<file path="src/rtl/can_tx_mailbox.sv">
// Transmit mailbox for a CAN node: buffers host frames, hands the lowest-ID
// pending frame to the node on request, and retires on success or retry limit.
module can_tx_mailbox #(
    parameter int DATA_SIZE = 64,
    parameter int ID_SIZE   = 11,
    parameter int DEPTH     = 4,
    parameter int MAX_RETRY = 8
) (
    input  logic                         clock,
    input  logic                         reset,
    input  logic                         wr_valid,
    output logic                         wr_ready,
    input  logic [ID_SIZE-1:0]           wr_id,
    input  logic [DATA_SIZE-1:0]         wr_data,
    input  logic                         data_in_req,
    output logic [DATA_SIZE-1:0]         In_packet,
    output logic [ID_SIZE-1:0]           Tx_ID,
    output logic                         tx_pending,
    output logic                         in_flight,
    input  logic                         Retransmit,
    input  logic                         tx_done,
    output logic                         sent_pulse,
    output logic                         drop_pulse,
    output logic [$clog2(DEPTH+1)-1:0]   occupancy
);
    localparam int IDX_W = $clog2(DEPTH);
    localparam int OCC_W = $clog2(DEPTH+1);

    logic [DEPTH-1:0]                valid;
    logic [DEPTH-1:0]                pend;
    logic [DEPTH-1:0][ID_SIZE-1:0]   id_q;
    logic [DEPTH-1:0][DATA_SIZE-1:0] data_q;
    logic [DEPTH-1:0][7:0]           retry_q;
    logic [IDX_W-1:0]                sel_idx;

    logic                            best_found;
    logic [IDX_W-1:0]                best_idx;
    logic [ID_SIZE-1:0]              best_id;
    logic [IDX_W-1:0]                free_idx;
    logic [OCC_W-1:0]                occ;

    // Strict '<' keeps the lowest index on equal IDs.
    always_comb begin
        pend       = '0;
        best_found = 1'b0;
        best_idx   = '0;
        best_id    = '0;
        free_idx   = '0;
        occ        = '0;
        for (int i = DEPTH-1; i >= 0; i--)
            if (!valid[i]) free_idx = IDX_W'(i);
        for (int i = 0; i < DEPTH; i++) begin
            pend[i] = valid[i] && !(in_flight && sel_idx == IDX_W'(i));
            occ     = occ + OCC_W'(valid[i]);
            if (pend[i] && (!best_found || id_q[i] < best_id)) begin
                best_found = 1'b1;
                best_idx   = IDX_W'(i);
                best_id    = id_q[i];
            end
        end
    end

    assign wr_ready   = ~&valid;
    assign tx_pending = |pend;
    assign occupancy  = occ;

    logic       wr_fire, hand_ev, done_ev, retx_ev, drop_ev;
    logic [7:0] retry_next;

    assign wr_fire    = wr_valid && wr_ready;
    assign hand_ev    = data_in_req && !in_flight && tx_pending;
    assign done_ev    = in_flight && tx_done;
    assign retx_ev    = in_flight && Retransmit && !tx_done;
    assign retry_next = retry_q[sel_idx] + 8'd1;
    assign drop_ev    = retx_ev && (retry_next == 8'(MAX_RETRY));

    // A write always lands in a free slot, so it never collides with the retiring one.
    for (genvar i = 0; i < DEPTH; i++) begin : g_slot
        always_ff @(posedge clock or negedge reset) begin
            if (!reset) begin
                valid[i]   <= 1'b0;
                id_q[i]    <= '0;
                data_q[i]  <= '0;
                retry_q[i] <= '0;
            end else if (wr_fire && free_idx == IDX_W'(i)) begin
                valid[i]   <= 1'b1;
                id_q[i]    <= wr_id;
                data_q[i]  <= wr_data;
                retry_q[i] <= '0;
            end else if (sel_idx == IDX_W'(i) && (done_ev || drop_ev)) begin
                valid[i]   <= 1'b0;
            end else if (sel_idx == IDX_W'(i) && retx_ev) begin
                retry_q[i] <= retry_next;
            end
        end
    end

    always_ff @(posedge clock or negedge reset) begin
        if (!reset) begin
            in_flight  <= 1'b0;
            sel_idx    <= '0;
            In_packet  <= '0;
            Tx_ID      <= '0;
            sent_pulse <= 1'b0;
            drop_pulse <= 1'b0;
        end else begin
            sent_pulse <= done_ev;
            drop_pulse <= drop_ev;
            if (hand_ev) begin
                in_flight <= 1'b1;
                sel_idx   <= best_idx;
                In_packet <= data_q[best_idx];
                Tx_ID     <= best_id;
            end else if (done_ev || retx_ev) begin
                in_flight <= 1'b0;
            end
        end
    end
endmodule

</file>
<file path="config.mk">
export PLATFORM = sky130hd
export DESIGN_NAME = can_tx_mailbox
export DESIGN_NICKNAME = d
export VERILOG_FILES = /design/src/rtl/can_tx_mailbox.sv
export SDC_FILE = /design/constraint.sdc
export NUM_CORES = 1
export LEC_CHECK = 0
export ABC_AREA = 1
export ABC_CLOCK_PERIOD_IN_PS = 5100
export CORE_MARGIN = 1.5
export CORE_UTILIZATION = 53
export CTS_CLUSTER_SIZE = 40
export DETAILED_ROUTE_END_ITERATION = 8
export PLACE_DENSITY = 0.84
export SYNTH_ARGS = -nofsm -noshare
export SYNTH_HDL_FRONTEND = slang
export SYNTH_SLANG_ARGS = --single-unit
</file>
<file path="constraint.sdc">
create_clock -name clock -period 5.1 [get_ports clock]
set_input_delay 1.02 -clock clock [delete_from_list [all_inputs] [get_ports clock]]
set_output_delay 1.02 -clock clock [all_outputs]
set_load 0.1 [all_outputs]
</file>
==> impl_metrics.json <==
{
  "synth_top_area_cell": "dfrtp_1",
  "result_of_the_run": "complete, but fails checks",
  "core_region_area_um2": 36700,
  "timing.final.max_slew_violations": 0,
  "finalInstanceArea_um2": 24900,
  "synthCells": 2541,
  "setup_ws_ns": -0.365,
  "synth_top_area_share_pct": 52.6,
  "global_route.usage.met3_pct": 4.61,
  "most_used_dff_post_synth": "dfrtp_1",
  "hold_slack_ns": 0.479,
  "cts_inserted_buffers": 44,
  "synth_top_family_by_area": "simple AND/OR/NAND/NOR gates",
  "period_share_pct": 107,
  "fillerInstances": 2782,
  "first_global_vias": 17773,
  "grt_antenna_before_repair": 5,
  "synth.area.mux_share_pct": 0,
  "drt-initial-drc-count": 1854,
  "die_area_um2": 38500,
  "synth_top_cells_by_area": "dfrtp_1 53%, nand2_1 15%, o21ai_0 8.8%, inv_1 6.2%, nand3_1 5.2%",
  "synth.top_cells.by_count": "801 x nand2_1, 416 x dfrtp_1, 350 x o21ai_0",
  "critPathMaxFanout": 8,
  "synth.yosys.seq_area_share_pct": 52.6,
  "grt_use_met1_pct": 38.8,
  "cts_max_path_buffers": 3,
  "synth.most_common_cell": "nand2_1",
  "distinct_cell_type_count_of_the_synthesized_netlist": 42,
  "cts_tree": "yes",
  "ctsRootBufferMaster": "clkbuf_16",
  "drt-wirelength-per-cell_um": 18.1,
  "cp.required_ns": 5.56,
  "floorplan.rows": 70,
  "final_layout_size_suffix_gt1_share_pct": 10.9,
  "cp_max_delay_cell": "dfrtp_4",
  "use_met2_pct": 47.0,
  "detailed_place.area_um2": 22500,
  "path_class": "reg -> reg",
  "place_hpwl_um": 33700,
  "timing.final.crit_period_ns": 5.46,
  "number_of_vias_per_cell": 5.62,
  "finalCoreUtilization_pct": 68.0,
  "worst-endpoint-arrival_ns": 5.92,
  "globalplace.congestion": 0.909,
  "cpPeakStageDelay_ns": 0.49,
  "setup_viol": 77,
  "achievable-frequency_mhz": 183,
  "synth-edff-count": 0,
  "clock_skew_ns": 0.0164,
  "floorplan.die.width_um": 196,
  "ys_ff_latch": 416,
  "rsz0062_at_grt": "true",
  "cp-end-kind": "flop",
  "htreeDepth": 2,
  "port_buffers": 163,
  "failed_checks": "negative setup slack",
  "synth_to_layout_area_growth_pct": 25.9,
  "numClockSinks": 416,
  "post_synth_xor_area_fraction_pct": 0.303,
  "grt_first_pass_wirelength_um": 89500,
  "postRouteWirelength_um": 58000,
  "io_pins": 164,
  "finalHoldViolations": 0,
  "die-height_um": 196,
  "detail-route-antenna-nets": 0,
  "top_usage_layer": "met2",
  "async_flop_share_pct": 100,
  "reg_clk_slew_reported_paths_ns": 0.06,
  "initial_utilization_pct": 54.0,
  "drt_first_pass_iters": 6,
  "fin_nets": 2832,
  "maximum_number_of_pins_on_one_net_before_global_route_repair": 130,
  "crit_path_frequent_cell": "nand2_1",
  "max-cap-violations": 0,
  "synthesis.area_per_instance_um2": 7.79,
  "post_synth_net_total": 2658,
  "worst_slew_margin_rel_pct": 26.1,
  "hp-class": "reg -> reg",
  "drc": 0,
  "residual_overflow_from_global_routing": 0,
  "num_vias": 18048,
  "compound_gate_fraction_of_synth_area_pct": 11.2,
  "simple_gate_fraction_of_synth_area_pct": 24.0,
  "clock_latency_ns": 0.58,
  "adder_cell_fraction_of_synth_area_pct": 2.31,
  "gr-usage-all-layers_pct": 29.2,
  "critPathLaunchType": "flop",
  "syn-cell-area_um2": 19800,
  "timing_worst_slew_pin_value_ns": 1.11,
  "synthesis_warning_total": 0
}
-- layer usage --
metal	up-vias	wire [µm]
met5	-	43
met3	186	5260
met4	6	2530
met2	913	26900
met1	8628	23300
li1	8315	-
-- registers in the layout, indices dropped and copies added (netlist names) --
name,count
data_q,256
In_packet,64
id_q,44
retry_q,32
Tx_ID,11
valid,4
sel_idx,2
drop_pulse,1
in_flight,1
sent_pulse,1
-- placed cells by master, fill, tap and decap left out, types with 9 or more instances in the layout --
cell	n
o21ai_2	12
clkbuf_1	9
buf_12	28
nor2_1	137
a21oi_1	27
o22ai_1	28
nand3_1	196
buf_4	58
inv_1	326
ha_4	14
inv_2	9
nand2_2	29
clkdlybuf4s50_1	161
nand2_4	15
dfrtp_1	415
clkbuf_16	54
nand2_1	762
ha_1	20
o21ai_0	321
o21ai_1	16
-- path summary, 6_finish.rpt --
path | startpoint | endpoint | slack (ns) | depth (start not counted)
max in group asynchronous | reset | In_packet[34]$_DFFE_PN0P_ | 3.25 | 2
setup reg to reg | in_flight$_DFFE_PN0P_ | In_packet[20]$_DFFE_PN0P_ | -0.36 | 42
hold / removal | Tx_ID[6]$_DFFE_PN0P_ | Tx_ID[6]$_DFFE_PN0P_ | 0.48 | 2
hold reg to reg | Tx_ID[6]$_DFFE_PN0P_ | Tx_ID[6]$_DFFE_PN0P_ | 0.48 | 2
min in group asynchronous | reset | retry_q[26]$_DFFE_PN0P_ | 0.54 | 1
setup / recovery | in_flight$_DFFE_PN0P_ | In_packet[20]$_DFFE_PN0P_ | -0.36 | 42
-- timing repair --
item,4_1_cts,5_1_grt
setup buffers,11,5
gates cloned,8,9
pin swaps,21,34
hold buffers,0,0
setup endpoints to repair,77,77
resized for setup,64,74
-- critical path, delay by kind of cell (launching register included) --
family          cells  cell delay, ns
flops               1            0.49
compound gates      7            1.18
buf+inv             7            0.83
fa+ha+maj           3            0.76
simple gates       25            2.05
-- kinds of logic (layout without fill, tap and decap cells) --
kind of cell / count (synthesis) / count (layout)
compound gates: 427 / 427
xor+xnor: 6 / 6
fa+ha+maj: 36 / 36
buf+inv: 482 / 681
flops: 416 / 416
other cells: 0 / 2
simple gates: 1174 / 1178
-- per-stage QoR --
step / setup WS, ns / TNS [ns] / std cells
3_5_place_dp: -0.445 / -27.58 / 3105
2_1_floorplan: -0.00995 / -0.318 / 2541
4_1_cts: -0.199 / -10.61 / 3199
3_3_place_gp: -0.206 / -11.35 / 3105
5_1_grt: -0.647 / -40.64 / 3214
6_report: -0.365 / -20.53 / 3214
-- final cells by class --
| type | count | area, µm² | share of cell area, % |
|---|---|---|---|
| well taps | 468 | 586 | 2.35 |
| diodes | 2 | 5.00 | 0.0201 |
| flip-flops and latches | 416 | 10400 | 41.8 |
| clock buffers | 63 | 1290 | 5.19 |
| clock inverters | 12 | 124 | 0.497 |
| repair buffers | 269 | 3040 | 12.2 |
| inverters | 337 | 1260 | 5.07 |
| multi-input cells | 1647 | 8210 | 32.9 |
Power is not shown: default switching activity piles up to over one toggle a cycle in this logic, so the estimate is an artifact.
